`src/rtl/field_seq_pkg.sv`:
```
// Shared types and constants for the GF(2^m) field-operation sequencer:
// state encoding, operation modes, ALU control bit positions, ROM selects.
package field_seq_pkg;

    typedef enum logic [3:0] {
        S_IDLE = 4'd0,
        S_CLR  = 4'd1,
        S_MAC  = 4'd2,
        S_SQ   = 4'd3,
        S_RED  = 4'd4,
        S_WR   = 4'd5,
        S_LDA  = 4'd6,
        S_XORW = 4'd7,
        S_DONE = 4'd8
    } state_e;

    localparam logic [1:0] MODE_MUL = 2'd0;
    localparam logic [1:0] MODE_SQR = 2'd1;
    localparam logic [1:0] MODE_ADD = 2'd2;
    localparam logic [1:0] MODE_RSQ = 2'd3;

    // alu_ctrl = {en1,en2,clr1,clr2,sel3,sel6,mask,Cen,Cshift}
    localparam int ALU_EN1    = 8;
    localparam int ALU_EN2    = 7;
    localparam int ALU_CLR1   = 6;
    localparam int ALU_CLR2   = 5;
    localparam int ALU_SEL3   = 4;
    localparam int ALU_SEL6   = 3;
    localparam int ALU_MASK   = 2;
    localparam int ALU_CEN    = 1;
    localparam int ALU_CSHIFT = 0;

    localparam logic [2:0] ROM_NONE   = 3'd0;
    localparam logic [2:0] ROM_RED_LO = 3'd1;
    localparam logic [2:0] ROM_RED_HI = 3'd2;

    typedef struct packed {
        logic [8:0] alu;
        logic       sel4;
        logic       sel5;
        logic [2:0] rom;
        logic       wea;
        logic       osel;
        logic       busy;
        logic       done;
    } ctrl_t;

endpackage

```
`src/rtl/seq_word_counter.sv`:
```
// Word index counter bounded to 0..NUM_WORDS-1. Exposes both the current and
// the next value so the owner can register outputs for the upcoming cycle.
module seq_word_counter #(
    parameter int NUM_WORDS = 5,
    parameter int CW        = 5
) (
    input  logic          clk_i,
    input  logic          rst_n_i,
    input  logic          clr_i,
    input  logic          en_i,
    output logic [CW-1:0] cnt_o,
    output logic [CW-1:0] nxt_o,
    output logic          tc_o
);

    logic [CW-1:0] cnt_q;
    logic [CW-1:0] cnt_d;

    assign tc_o  = (cnt_q == CW'(NUM_WORDS - 1));
    assign cnt_o = cnt_q;
    assign nxt_o = cnt_d;

    // Next count: clear wins, otherwise step and wrap at the terminal word.
    always_comb begin
        cnt_d = cnt_q;
        if (clr_i) begin
            cnt_d = '0;
        end else if (en_i) begin
            if (tc_o) begin
                cnt_d = '0;
            end else begin
                cnt_d = cnt_q + CW'(1);
            end
        end else begin
            cnt_d = cnt_q;
        end
    end

    // Count register with synchronous active-low reset.
    always_ff @(posedge clk_i) begin
        if (!rst_n_i) begin
            cnt_q <= '0;
        end else begin
            cnt_q <= cnt_d;
        end
    end

endmodule

```
`src/rtl/field_op_sequencer.sv`:
```
// Control sequencer for the field ALU and register-file RAM: multiply, square,
// add and repeated squaring, with all control outputs registered (Moore).
module field_op_sequencer
    import field_seq_pkg::*;
#(
    parameter int NUM_WORDS = 5,
    parameter int RD_OFS_W  = 5,
    parameter int WT_OFS_W  = 6,
    parameter int CNT_W     = 8,
    parameter int BASE_W    = 3
) (
    input  logic                clk,
    input  logic                rst,
    input  logic                start,
    input  logic [1:0]          mode,
    input  logic [CNT_W-1:0]    sqr_count,
    input  logic [BASE_W-1:0]   base_src,
    input  logic [BASE_W-1:0]   base_dst,
    output logic [8:0]          alu_ctrl,
    output logic                sel4,
    output logic                sel5,
    output logic [2:0]          rom_sel,
    output logic                wea,
    output logic [BASE_W-1:0]   base_sel,
    output logic [RD_OFS_W-1:0] rd_offset,
    output logic [WT_OFS_W-1:0] wt_offset,
    output logic                offset_sel,
    output logic                busy,
    output logic                done,
    output logic [3:0]          state
);

    localparam int IW = RD_OFS_W;

    state_e              state_q, state_d;
    logic [1:0]          mode_q, mode_d;
    logic [CNT_W-1:0]    sqr_q, sqr_d;
    logic [CNT_W-1:0]    pass_q, pass_d;
    logic [BASE_W-1:0]   bsrc_q, bsrc_d;
    logic [BASE_W-1:0]   bdst_q, bdst_d;
    logic [IW-1:0]       i_q, i_d;
    logic                i_tc;
    logic                i_clr;
    logic                i_en;
    logic [BASE_W-1:0]   rd_base_s;

    ctrl_t               ctrl_q, ctrl_d;
    logic [BASE_W-1:0]   base_sel_q, base_sel_d;
    logic [RD_OFS_W-1:0] rd_q, rd_d;
    logic [WT_OFS_W-1:0] wt_q, wt_d;

    assign i_clr = (state_d != state_q);
    assign i_en  = (state_q != S_IDLE);

    seq_word_counter #(
        .NUM_WORDS (NUM_WORDS),
        .CW        (IW)
    ) u_word_cnt (
        .clk_i   (clk),
        .rst_n_i (rst),
        .clr_i   (i_clr),
        .en_i    (i_en),
        .cnt_o   (i_q),
        .nxt_o   (i_d),
        .tc_o    (i_tc)
    );

    // Later repeated-squaring passes work in place on the destination.
    assign rd_base_s = ((mode_d == MODE_RSQ) && (pass_d != '0)) ? bdst_d : bsrc_d;

    // Next state, operand latching and pass counting.
    always_comb begin
        state_d = state_q;
        mode_d  = mode_q;
        sqr_d   = sqr_q;
        pass_d  = pass_q;
        bsrc_d  = bsrc_q;
        bdst_d  = bdst_q;
        case (state_q)
            S_IDLE: begin
                if (start) begin
                    mode_d = mode;
                    sqr_d  = sqr_count;
                    bsrc_d = base_src;
                    bdst_d = base_dst;
                    pass_d = '0;
                    case (mode)
                        MODE_ADD: state_d = S_LDA;
                        MODE_RSQ: state_d = (sqr_count == '0) ? S_DONE : S_CLR;
                        default:  state_d = S_CLR;
                    endcase
                end else begin
                    state_d = S_IDLE;
                end
            end
            S_CLR:  state_d = (mode_q == MODE_MUL) ? S_MAC : S_SQ;
            S_MAC:  state_d = i_tc ? S_RED : S_MAC;
            S_SQ:   state_d = i_tc ? S_RED : S_SQ;
            S_RED:  state_d = (i_q == IW'(1)) ? S_WR : S_RED;
            S_WR: begin
                if (!i_tc) begin
                    state_d = S_WR;
                end else if ((mode_q == MODE_RSQ) && ((pass_q + CNT_W'(1)) != sqr_q)) begin
                    state_d = S_CLR;
                    pass_d  = pass_q + CNT_W'(1);
                end else begin
                    state_d = S_DONE;
                end
            end
            S_LDA:  state_d = i_tc ? S_XORW : S_LDA;
            S_XORW: state_d = i_tc ? S_DONE : S_XORW;
            S_DONE: state_d = S_IDLE;
            default: state_d = S_IDLE;
        endcase
    end

    // Output decode for the state about to be entered.
    always_comb begin
        ctrl_d      = '0;
        base_sel_d  = '0;
        rd_d        = '0;
        wt_d        = '0;
        ctrl_d.busy = (state_d != S_IDLE);
        case (state_d)
            S_IDLE: ctrl_d = '0;
            S_CLR: begin
                ctrl_d.alu[ALU_CLR1] = 1'b1;
                ctrl_d.alu[ALU_CLR2] = 1'b1;
            end
            S_MAC: begin
                ctrl_d.alu[ALU_EN1]    = 1'b1;
                ctrl_d.alu[ALU_CEN]    = 1'b1;
                ctrl_d.alu[ALU_CSHIFT] = 1'b1;
                rd_d       = RD_OFS_W'(NUM_WORDS - 1) - i_d;
                base_sel_d = rd_base_s;
            end
            S_SQ: begin
                ctrl_d.alu[ALU_EN2]  = 1'b1;
                ctrl_d.alu[ALU_SEL6] = 1'b1;
                ctrl_d.sel5          = 1'b1;
                rd_d       = i_d;
                base_sel_d = rd_base_s;
            end
            S_RED: begin
                ctrl_d.alu[ALU_MASK] = 1'b1;
                ctrl_d.alu[ALU_SEL3] = 1'b1;
                ctrl_d.rom = (i_d == '0) ? ROM_RED_LO : ROM_RED_HI;
            end
            S_WR: begin
                ctrl_d.wea  = 1'b1;
                ctrl_d.osel = 1'b1;
                wt_d        = WT_OFS_W'(i_d);
                base_sel_d  = bdst_d;
            end
            S_LDA: begin
                ctrl_d.alu[ALU_EN1] = 1'b1;
                rd_d       = i_d;
                base_sel_d = bsrc_d;
            end
            S_XORW: begin
                ctrl_d.alu[ALU_EN2] = 1'b1;
                ctrl_d.sel4 = 1'b1;
                ctrl_d.wea  = 1'b1;
                ctrl_d.osel = 1'b1;
                rd_d        = i_d;
                wt_d        = WT_OFS_W'(i_d);
                base_sel_d  = bdst_d;
            end
            S_DONE: ctrl_d.done = 1'b1;
            default: ctrl_d = '0;
        endcase
    end

    // FSM state, latched operands and registered outputs.
    always_ff @(posedge clk) begin
        if (!rst) begin
            state_q    <= S_IDLE;
            mode_q     <= '0;
            sqr_q      <= '0;
            pass_q     <= '0;
            bsrc_q     <= '0;
            bdst_q     <= '0;
            ctrl_q     <= '0;
            base_sel_q <= '0;
            rd_q       <= '0;
            wt_q       <= '0;
        end else begin
            state_q    <= state_d;
            mode_q     <= mode_d;
            sqr_q      <= sqr_d;
            pass_q     <= pass_d;
            bsrc_q     <= bsrc_d;
            bdst_q     <= bdst_d;
            ctrl_q     <= ctrl_d;
            base_sel_q <= base_sel_d;
            rd_q       <= rd_d;
            wt_q       <= wt_d;
        end
    end

    assign alu_ctrl   = ctrl_q.alu;
    assign sel4       = ctrl_q.sel4;
    assign sel5       = ctrl_q.sel5;
    assign rom_sel    = ctrl_q.rom;
    assign wea        = ctrl_q.wea;
    assign offset_sel = ctrl_q.osel;
    assign busy       = ctrl_q.busy;
    assign done       = ctrl_q.done;
    assign base_sel   = base_sel_q;
    assign rd_offset  = rd_q;
    assign wt_offset  = wt_q;
    assign state      = state_q;

endmodule

```
`config.mk`:
```
export PLATFORM = sky130hd
export DESIGN_NAME = field_op_sequencer
export DESIGN_NICKNAME = d
export VERILOG_FILES = /design/src/rtl/field_seq_pkg.sv /design/src/rtl/seq_word_counter.sv /design/src/rtl/field_op_sequencer.sv
export SDC_FILE = /design/constraint.sdc
export NUM_CORES = 1
export LEC_CHECK = 0
export ABC_AREA = 1
export ABC_CLOCK_PERIOD_IN_PS = 3950
export BUFFER_PORTS_ARGS = -buffer_cell sky130_fd_sc_hd__buf_2
export CAP_MARGIN = 20
export CORE_MARGIN = 1
export CORE_UTILIZATION = 40
export DETAILED_ROUTE_END_ITERATION = 10
export HOLD_SLACK_MARGIN = 0.02
export PLACE_DENSITY = 0.68
export SLEW_MARGIN = 20
export SYNTH_ARGS = -nofsm -noshare
export SYNTH_HDL_FRONTEND = slang
export SYNTH_HIERARCHICAL = 1
export SYNTH_SLANG_ARGS = --single-unit
export TNS_END_PERCENT = 30
```
`constraint.sdc`:
```
create_clock -name clk -period 3.95 [get_ports clk]
set_input_delay 0 -clock clk [delete_from_list [all_inputs] [get_ports clk]]
set_output_delay 0 -clock clk [all_outputs]
set_load 0.1 [all_outputs]
```
==> results_dict.tcl <==
set metrics [dict create \
    status "finished, final reports clean" \
    syn_to_final_growth_pct 22.4 \
    final_cell_area_sq_um 3720 \
    grt_pass1_vias 2617 \
    met1_length_mm 3.47 \
    ctsHtreeMaxLevel 3 \
    cts_setup_buffers 0 \
    drc 0 \
    r2r-start "pass_q[0]$_SDFF_PN0_" \
    avgViaCountPerCell 4.77 \
    cap_viol_max_count 0 \
    worstReg2RegEnd "rd_offset[4]$_SDFF_PN0_" \
    overflow 0 \
    cpMostUsedCell "nand2_1" \
    gr-usage-all-layers 0.199 \
    critPathLaunch "pass_q[0]$_SDFF_PN0_" \
    clkTransAtPathRegs_ps 70 \
    reg2regPathDepth 22 \
    num_vias 3004 \
    antenna_found_initial 0 \
    drt-total-wl_mm 7.45 \
    ant_nets 0 \
    ys_seq_elements 58 \
    highest_layer "met4" \
    timing.fmax_mhz 279 \
    slew_headroom 0.625 \
    final_layout_size_suffix_gt1_frac 0.188 \
    cts.sinks 58 \
    p_seq_frac 0.374 \
    p_sw_frac 0.400 \
    drtIter0Drc 204 \
    synth_top_area_frac 0.382 \
    path_depth 22 \
    fin_crit_ps 3580 \
    cts_resized 0 \
    setup_viol 0 \
    cts_hold_buffers 16 \
    met2_length_mm 3.56 \
    dpl-instance-area_sq_um 3360 \
    crit_type "flip-flop to flip-flop" \
    die_w_um 89.2 \
    diodes 0 \
    tns_ps 0 \
    yosysSeqAreaShare 0.382 \
    initial_core_util 0.417 \
    finalCritPeriodShare 0.907 \
    tritoncts "built" \
    first_pass_iters 5 \
    power.internal_uw 1050 \
    crit_path_top_delay_cell "dfxtp_1" \
    hold_path.startpoint "mode[1]" \
    worstSetupEndpoint "rd_offset[4]$_SDFF_PN0_" \
    grt_pass1_wl_mm 11.9 \
    cp_top_family "simple AND/OR/NAND/NOR gates" \
    numCtsBuffers 9 \
    cp-start-kind "flip-flop" \
    synth-edff-count 0 \
    globalplace.congestion 0.907 \
    p_comb_frac 0.306 \
    fp-row-count 31 \
    clock_latency_ps 340 \
    core_area_sq_um 7290 \
    synth_area_per_cell_sq_um 6.64 \
    synthDistinctLibCells 43 \
    synth_area_leaders "dfxtp_1 38%, nand2_1 12%, nor2_1 9.4%, inv_1 8.4%, nand3_1 4.8%" \
    wl_met3_um 355 \
    yosysMostFrequentCell "nand2_1" \
    wl_per_cell_um 11.8 \
    fin_skew_ps 11.5 \
    required_ps 4170 \
    nFillCells 754 \
    crit_fanout 15 \
    worst_slew_pin_slew_ps 557 \
    synthTopCellsByCount "98 x nand2_1, 76 x nor2_1, 68 x inv_1, 58 x dfxtp_1, 29 x nand3_1" \
    synth_area_sq_um 3040 \
    yosysWarnings 6 \
    syn-instance-count 458 \
    worstPathCellList "ha_1, nand2_1, nor2_2, nand2_1, nand3_1, nand3_2, nor2_2, nand3_2, nand3_1, nand2_1, nand2_1, nand2_2, nand2_1, o2111ai_1, inv_1, nand2_2, nor2_1, inv_1, ha_1, o21ai_0, xor2_1, o22ai_1" \
    worst_slack_ps 366 \
    die_area_sq_um 7950 \
    p_switching_uw 699 \
    io_buffer_count 52 \
    slew_viol_final 0 \
    synthArstFlopShare 0 \
    dp_hpwl_mm 5.45 \
    ir_drop_mv 0.264 \
    cp-end-kind "flip-flop" \
    die_height_um 89.2 \
    rsz0062_at_grt "no" \
    cts_max_path_buffers 2 \
    synthFlopType "dfxtp_1" \
    hold_viol 0 \
    hp-class "input port to flip-flop" \
    fin_nets 549 \
    power.clock.fraction 0.320 \
    cts_root_buffer "clkbuf_8" \
    r2r_setup_slack_ps 370 \
    powerDensity_nw_per_um2 470 \
    io_pins 55 \
    path_buf_inv 2 \
    critPathArrivalTime_ps 3810 \
    cpPeakStageDelay_ps 450 \
    place_ws_ps 460 \
    netlist.top_cell.by_area "dfxtp_1" \
    p_leak_uw 0.00173 \
    grt_max_degree 28 \
]
[tightest hold or removal path, delay by kind of cell]
family                 cells  cell delay [ps]
AOI/OAI and AO/OA          1               60
buffers and inverters      2              190
and+or+nand+nor            2              180
[layout by cell type, fill, tap and decap left out, drive strengths merged, types with 2 or more instances in the layout]
cell type and instances:
nand2 104, nor2 85, inv 70, dfxtp 58, buf 55, nand3 31, a21oi 22, o21ai 20
dlygate4sd3 16, nor3 13, clkbuf 9, or2 6, nor4 5, xor2 4, ha 4, clkinv 4
clkinvlp 3, nand4 2, o21bai 2, and2 2, a31oi 2, conb 2
[power by group through the flow]
stage | sequential [uW] | clock [uW] | combinational, uW
final | 654 | 560 | 535
after detailed placement | 668 | 0 | 522
after global routing | 661 | 600 | 581
after floorplan | 813 | 0 | 284
after CTS | 655 | 575 | 535
after global placement | 667 | 0 | 515
[layout make-up]
| type | count | area [sq um] | area share |
|---|---|---|---|
| multi-input cells | 315 | 1530 | 0.410 |
| inverters | 71 | 267 | 0.0716 |
| well taps | 99 | 124 | 0.0333 |
| flip-flops and latches | 58 | 1160 | 0.312 |
| clock inverters | 7 | 78.8 | 0.0212 |
| clock buffers | 9 | 124 | 0.0333 |
| repair buffers | 71 | 443 | 0.119 |
[logic make-up (layout without fill, tap and decap cells)]
group,count (synthesis),in the layout,synth area share
and+or+nand+nor,250,250,0.367
buffers and inverters,86,158,0.118
DFF,58,58,0.382
AOI/OAI and AO/OA,54,54,0.101
xor gates and xnor gates,5,5,0.0144
adders and majority gates,4,4,0.0165
other,1,2,0.00123
[worst min path at each step]
stage / endpoint / slack (ps) / cells past startpoint
6_report: mode_q[1]$_SDFF_PN0_ / 130 / 5
5_1_grt: mode_q[1]$_SDFF_PN0_ / 150 / 5
4_1_cts: mode_q[1]$_SDFF_PN0_ / 120 / 5
3_5_place_dp: sqr_q[1]$_SDFFE_PN0P_ / 290 / 3
3_3_place_gp: sqr_q[1]$_SDFFE_PN0P_ / 270 / 3
2_1_floorplan: base_sel[1]$_SDFF_PN0_ / 100 / 2
[per-layer routing]
metal,up-vias,global-route usage
met5,-,0
met2,82,0.331
met4,0,0.0722
li1,1574,-
met3,6,0.0416
met1,1342,0.254
[stage by stage]
stage          hold slack [ps]  instances  power, uW  utilization
6_report                   129        630       1750        0.510
5_1_grt                    151        630       1840        0.510
4_1_cts                    118        630       1770        0.510
3_5_place_dp               285        598       1190        0.461
3_3_place_gp               269        598       1180        0.461
2_1_floorplan             97.6        459       1100            -
[registers in the layout (all words and copies together) (netlist names), 3 cells and up]
signal / count
alu_ctrl: 6
base_sel: 3
bdst_q: 3
bsrc_q: 3
pass_q: 8
rd_offset: 5
sqr_q: 8
state: 4
u_word_cnt/cnt_o: 5
wt_offset: 5
(Power assumes the default switching activity.)
